`src/rtl/apb_gpio_arbiter.sv`:
```
// Two-requester round-robin APB master for the GPIO slave port.
// Runs SETUP/ACCESS with a PREADY timeout and per-requester responses.
module apb_gpio_arbiter #(
  parameter int unsigned TIMEOUT = 16
) (
  input  logic        PCLK,
  input  logic        PRESET,
  input  logic        req0,
  input  logic        req1,
  input  logic [3:0]  addr0,
  input  logic [3:0]  addr1,
  input  logic        write0,
  input  logic        write1,
  input  logic [31:0] wdata0,
  input  logic [31:0] wdata1,
  output logic        done0,
  output logic        done1,
  output logic        err0,
  output logic        err1,
  output logic [31:0] rdata0,
  output logic [31:0] rdata1,
  output logic        busy,
  output logic [3:0]  PADDR,
  output logic        PWRITE,
  output logic [31:0] PWDATA,
  output logic        PSEL,
  output logic        PENABLE,
  input  logic [31:0] PRDATA,
  input  logic        PREADY
);

  typedef enum logic [1:0] {
    S_IDLE, S_SETUP, S_ACCESS, S_RESP
  } state_t;

  localparam logic [7:0] LP_LAST = 8'(TIMEOUT - 1);

  state_t     r_state;
  state_t     w_next;
  logic       r_owner;
  logic       r_last;
  logic [7:0] r_cnt;
  logic       w_gnt0;
  logic       w_gnt1;
  logic       w_tmo;

  // r_last names the requester granted most recently; ties go to the other one.
  assign w_gnt0 = req0 & (~req1 | r_last);
  assign w_gnt1 = req1 & (~req0 | ~r_last);
  assign w_tmo  = (r_cnt == LP_LAST);

  // State register.
  always_ff @(posedge PCLK or posedge PRESET) begin
    if (PRESET) r_state <= S_IDLE;
    else        r_state <= w_next;
  end

  // Next-state decode; PREADY matters only in ACCESS.
  always_comb begin
    w_next = r_state;
    unique case (r_state)
      S_IDLE:   if (req0 | req1) w_next = S_SETUP;
      S_SETUP:  w_next = S_ACCESS;
      S_ACCESS: if (PREADY | w_tmo) w_next = S_RESP;
      S_RESP:   w_next = S_IDLE;
      default:  w_next = S_IDLE;
    endcase
  end

  // Bus strobes and status decoded from state only.
  always_comb begin
    PSEL    = (r_state == S_SETUP) | (r_state == S_ACCESS);
    PENABLE = (r_state == S_ACCESS);
    busy    = (r_state != S_IDLE);
    done0   = (r_state == S_RESP) & ~r_owner;
    done1   = (r_state == S_RESP) & r_owner;
  end

  // Grant latch, timeout counter and per-requester responses.
  always_ff @(posedge PCLK or posedge PRESET) begin
    if (PRESET) begin
      r_owner <= 1'b0;
      r_last  <= 1'b1;
      r_cnt   <= 8'd0;
      PADDR   <= 4'd0;
      PWRITE  <= 1'b0;
      PWDATA  <= 32'd0;
      rdata0  <= 32'd0;
      rdata1  <= 32'd0;
      err0    <= 1'b0;
      err1    <= 1'b0;
    end else begin
      unique case (r_state)
        S_IDLE: begin
          if (w_gnt0) begin
            PADDR   <= addr0;
            PWRITE  <= write0;
            PWDATA  <= wdata0;
            r_owner <= 1'b0;
            r_last  <= 1'b0;
          end else if (w_gnt1) begin
            PADDR   <= addr1;
            PWRITE  <= write1;
            PWDATA  <= wdata1;
            r_owner <= 1'b1;
            r_last  <= 1'b1;
          end
        end
        S_SETUP: r_cnt <= 8'd0;
        S_ACCESS: begin
          if (PREADY) begin
            if (!PWRITE && !r_owner) rdata0 <= PRDATA;
            if (!PWRITE && r_owner)  rdata1 <= PRDATA;
            if (!r_owner) err0 <= 1'b0;
            else          err1 <= 1'b0;
          end else begin
            r_cnt <= r_cnt + 8'd1;
            if (w_tmo && !r_owner) err0 <= 1'b1;
            if (w_tmo && r_owner)  err1 <= 1'b1;
          end
        end
        default: ;
      endcase
    end
  end

endmodule

```
`config.mk`:
```
export PLATFORM = sky130hd
export DESIGN_NAME = apb_gpio_arbiter
export DESIGN_NICKNAME = d
export VERILOG_FILES = /design/src/rtl/apb_gpio_arbiter.sv
export SDC_FILE = /design/constraint.sdc
export NUM_CORES = 1
export LEC_CHECK = 0
export CAP_MARGIN = 30
export CORE_MARGIN = 2
export CORE_UTILIZATION = 43
export CTS_BUF_LIST = sky130_fd_sc_hd__clkbuf_8
export CTS_CLUSTER_DIAMETER = 40
export CTS_CLUSTER_SIZE = 10
export DETAILED_ROUTE_END_ITERATION = 16
export PLACE_DENSITY_LB_ADDON = 0.3
export SLEW_MARGIN = 20
export SYNTH_ARGS = -nofsm -noshare
export SYNTH_HDL_FRONTEND = slang
export SYNTH_SLANG_ARGS = --single-unit
```
`constraint.sdc`:
```
create_clock -name PCLK -period 4.3 [get_ports PCLK]
set_clock_uncertainty 0.2 [all_clocks]
set_input_delay 0.43 -clock PCLK [delete_from_list [all_inputs] [get_ports PCLK]]
set_output_delay 0.43 -clock PCLK [all_outputs]
set_load 0.05 [all_outputs]
```
### Word-level counts from Yosys, hierarchy flattened

Cells that the tools add are included.

| storage, ports and cells | value |
|---|---|
| register bits after elaboration | 115 |
| bits of input ports | 111 |

| operators by class | value |
|---|---|
| add/sub/neg operators | 1 |
| equal/unequal tests | 9 |
| mux-type cells | 19 |
| bitwise logic cells | 13 |
| reduce and logical (&&, ||, !) cells | 19 |

Operators by type and width:

| cell | count |
|---|---|
| $mux W32 | 2 |
| $pmux W8 S2 | 1 |
| $reduce_and A3 Y1 | 4 |
| $mux W1 | 10 |
| $reduce_bool A2 Y1 | 5 |
| $add A8 B1 Y8 const B | 1 |
| $eq A8 B4 Y1 const B | 1 |
| $mux W4 | 2 |
| $mux W8 | 1 |
| $pmux W2 S4 | 1 |
| $ne A2 B2 Y1 const B | 3 |
| $reduce_and A2 Y1 | 3 |
| $or A1 B1 Y1 | 5 |
| $and A1 B1 Y1 | 4 |
| $eq A2 B2 Y1 const B | 2 |
| $logic_and A1 B1 Y1 | 4 |
| $mux W2 | 2 |
| $ne A2 B1 Y1 const B | 2 |
| $not A1 Y1 | 4 |
| $eq A2 B1 Y1 const B | 1 |
| $logic_not A1 Y1 | 2 |
| $logic_not A2 Y1 | 1 |

### Depth between registers and ports, before layout

| depth | value |
|---|---|
| word-level depth | 5 |
| gate-level depth with buffers | 8 |
| gate-level depth less buffers | 6 |

### Worst setup path after synthesis

No wires, ideal clock.

| path | value |
|---|---|
| kind | register to register |
| start point | reg r_state[0] |
| end point | reg rdata0[0] |
| library setup time | 125 ps |
| arrival time | 1969 ps |
| required time | 3975 ps |
| slack | 2006 ps |
| stages on the path, launching flop included | 8 |
| buffers on the path | 2 |
| period minus slack after synthesis | 2294 ps |
| cells stage by stage | dfrtp_1 -> inv_1 -> ha_1 -> buf_6 -> nand2_4 -> nor3_4 -> buf_6 -> mux2_2 |

| on the way | value |
|---|---|
| cells in the longest elaborated chain, start to end | 2 |

Ends and longest elaborated chain:

| what | RTL line | source |
|---|---|---|
| start, declared | 38 | `state_t r_state;` |
| start signal, assigned | 55 | `else r_state <= w_next;` |
| $eq A2 B2 Y1 | -- |  |
| named net PENABLE | 27 | `output logic PENABLE,` |
| $reduce_and A3 Y1 (no source line) | -- |  |
| end signal, assigned | 88 | `rdata0 <= 32'd0;` |
| end signal, assigned | 112 | `if (!PWRITE && !r_owner) rdata0 <= PRDATA;` |
| end, declared | 20 | `output logic [31:0] rdata0,` |

The timed path passes the listed nets, and every way through them passes these cells.
A chain may end at the register's enable or synchronous reset.

### Final worst setup path

| path | value |
|---|---|
| start point | reg r_state[0] |
| end point | out PENABLE |

| on the way | value |
|---|---|
| cells in the longest elaborated chain, start to end | 1 |

Ends and longest elaborated chain:

| what | RTL line | source |
|---|---|---|
| $eq A2 B2 Y1 | 73 | `PENABLE = (r_state == S_ACCESS);` |
| end, declared | 27 |  |

Every way passes these cells.

==> results.toml <==
[critical_path]
worst_setup_path_start_kind = "register"
crit_type = "register to primary output"
crit_fanout = 10
r2r_cells = 6
arrival_ns = 2.24
crit_path_end_kind = "primary output"
worstPathRequired_ns = 3.67

[placement]
placed_cell_area_sq_um = 7210
io_buffer_count = 218
hpwl_um = 9010
gp_congestion = 0.750
dp_cells = 720

[clock_network]
cts_sinks = 115
cts_resized = 0
cts_made_buffers = 17
cts_setup_buffers = 0
holdBufCountCts = 0
cts_tree = "built"
clock_latency_ns = 0.41
clkSlewWorstSetupHoldPaths_ns = 0.07
cts.path.max_buffers = 2
clockRootBuffer = "clkbuf_8"
h-tree-depth = 4

[timing]
min_period_ns = 2.87
final-setup-viol-count = 0
rsz0062_at_grt = "false"
tns_ns = 0
hold_viol_final = 0
relSlewSlack = 0.457
max_freq_ghz = 0.349
drv_slew = 0
hold_slack_ns = 0.271
tightest_slew_ns = 0.812
post-route-period-util = 0.667

[drt]
wl_per_cell_um = 16.2
drc = 0
drtIter0Drc = 129
vias = 3683
dr.pass1.iters = 5
highest-signal-layer = "met4"
totalWireLength_um = 12200
wl_met1_um = 5110
dr_wl_met2_um = 5850
drtAntennaViolNets = 0
avgViaCountPerCell = 4.90
wl_met3_um = 1130

[run_status]
status = "completed"

[layout]
drive_gt1_frac = 0.189
stdcell_area_sq_um = 7660
num_antenna_cells = 0
finalNetCount = 714
syn2layout_area_growth_pct = 55.6
fin_cells = 752
multi_input_area_sq_um = 1900
fill_cells = 862
register_area_sq_um = 2880

[job]
max-cap-violations = 0

[synth]
seq_area_frac_synth = 0.585
synth-edff-count = 0
synth_seq_cells = 115
synth_fp_nets = 492
ys_types = 42
syn-cell-area_sq_um = 4920
synthFlopType = "dfrtp_1"
yosys-top-cells-area = "dfrtp_1, mux2_2, mux2i_1"
yosysWarnings = 0
avgSynthCellArea_sq_um = 13.1
netlist_instances = 375
async_flop_share = 1.00
synth_top_area_frac = 0.580
synth_largest_area_cell = "dfrtp_1"

[grt]
grt_pass1_vias = 3907
grt_first_pass_wirelength_um = 19600
antenna_found_initial = 0
overflow = 0
grt_max_degree = 57
gr-usage-all-layers = 0.201

[power_and_ir_drop]
power_frac_clock = 0.155
switching_share = 0.471
switching_power_mw = 3.19
power_mw = 6.77
p_leak_nw = 3.36
powerDensity_nw_per_um2 = 884
combinationalPowerShare = 0.567
peakVddDrop_uv = 594
internal-power_mw = 3.58
seqPwrFrac = 0.278

[die]
core_sq_um = 11300
row_count = 39
die_h_um = 111
start_util = 0.437
die-area_sq_um = 12300
ios = 219
dieWidth_um = 111

[min_path]
hp-class = "input port to async pin"
==> path summary, 6_finish.rpt <==
path / startpoint / slack (ns) / to
max in group asynchronous: PRESET / 2.78 / rdata1[1]
setup / recovery: r_state[0] / 1.43 / PENABLE
hold reg to reg: PWDATA[16] / 0.28 / PWDATA[16]
min in group PCLK: PWDATA[16] / 0.28 / PWDATA[16]
hold / removal: PRESET / 0.27 / rdata1[0]
setup reg to reg: r_state[0] / 1.83 / rdata1[24]
==> power groups by stage <==
stage	combinational, mW	sequential [mW]	clock [mW]
after global placement	3.79	1.87	0
after CTS	3.86	1.89	1.08
final	3.84	1.88	1.05
after global routing	4.00	1.95	1.12
after floorplan	0.945	3.49	0
after detailed placement	3.86	1.90	0
==> metal layers <==
layer / GRT usage / vias to the layer above
met5: 0 / -
met2: 0.335 / 165
met1: 0.237 / 1760
li1: - / 1747
met3: 0.0853 / 11
met4: 0.0583 / 0
==> metrics by stage <==
| step | setup WS, ns | utilization |
|---|---|---|
| 2_1_floorplan | 0.628 | - |
| 3_3_place_gp | 1.48 | 0.638 |
| 3_5_place_dp | 1.34 | 0.640 |
| 4_1_cts | 1.39 | 0.677 |
| 5_1_grt | 1.31 | 0.680 |
| 6_report | 1.43 | 0.680 |
==> worst max-delay path: stages (launching register included) <==
cell	delay (ns)
dfrtp_1	0.41
inv_1	0.12
ha_1	0.41
clkdlybuf4s50_1	0.88
==> layout by cell type, fill, tap and decap left out, types with 4 or more instances in the layout <==
cell type / instances
o21ai_0: 31
xnor2_1: 4
inv_1: 5
nand2_1: 41
mux2i_1: 37
ha_1: 6
nor2_1: 5
o21ai_1: 8
buf_4: 4
clkdlybuf4s50_1: 218
clkbuf_8: 21
mux2_2: 64
dfrtp_1: 114
==> cell usage after synthesis (5+ instances only) <==
library cell,instances
dfrtp_1,114
nand2_1,41
mux2_2,64
buf_2,9
o21ai_0,31
buf_6,6
inv_1,5
o21ai_1,9
ha_1,6
nor2_1,5
mux2i_1,37
==> registers in the layout, indices dropped and copies added (netlist names) <==
| signal | cells |
|---|---|
| r_owner | 1 |
| PADDR | 4 |
| PWDATA | 32 |
| PWRITE | 1 |
| r_last | 1 |
| err1 | 1 |
| err0 | 1 |
| rdata0 | 32 |
| r_cnt | 8 |
| r_state | 2 |
| rdata1 | 32 |
==> cell families (layout without fill, tap and decap cells) <==
| family | after synthesis | in the layout | share of synthesized area |
|---|---|---|---|
| muxes | 104 | 104 | 0.229 |
| xor gates and xnor gates | 5 | 5 | 0.00890 |
| AOI/OAI and AO/OA | 51 | 51 | 0.0615 |
| adders and majority gates | 6 | 6 | 0.0153 |
| buffers and inverters | 27 | 261 | 0.0335 |
| DFF | 115 | 115 | 0.585 |
| and+or+nand+nor | 67 | 67 | 0.0674 |
==> final cells by class <==
type                    count  share of cell area
clock buffers              21              0.0377
clock inverters            10              0.0172
inverters                   6             0.00327
multi-input cells         233               0.248
flip-flops and latches    115               0.376
well taps                 143              0.0234
repair buffers            224               0.295
No activity file was read; power rests on OpenSTA's default activity.
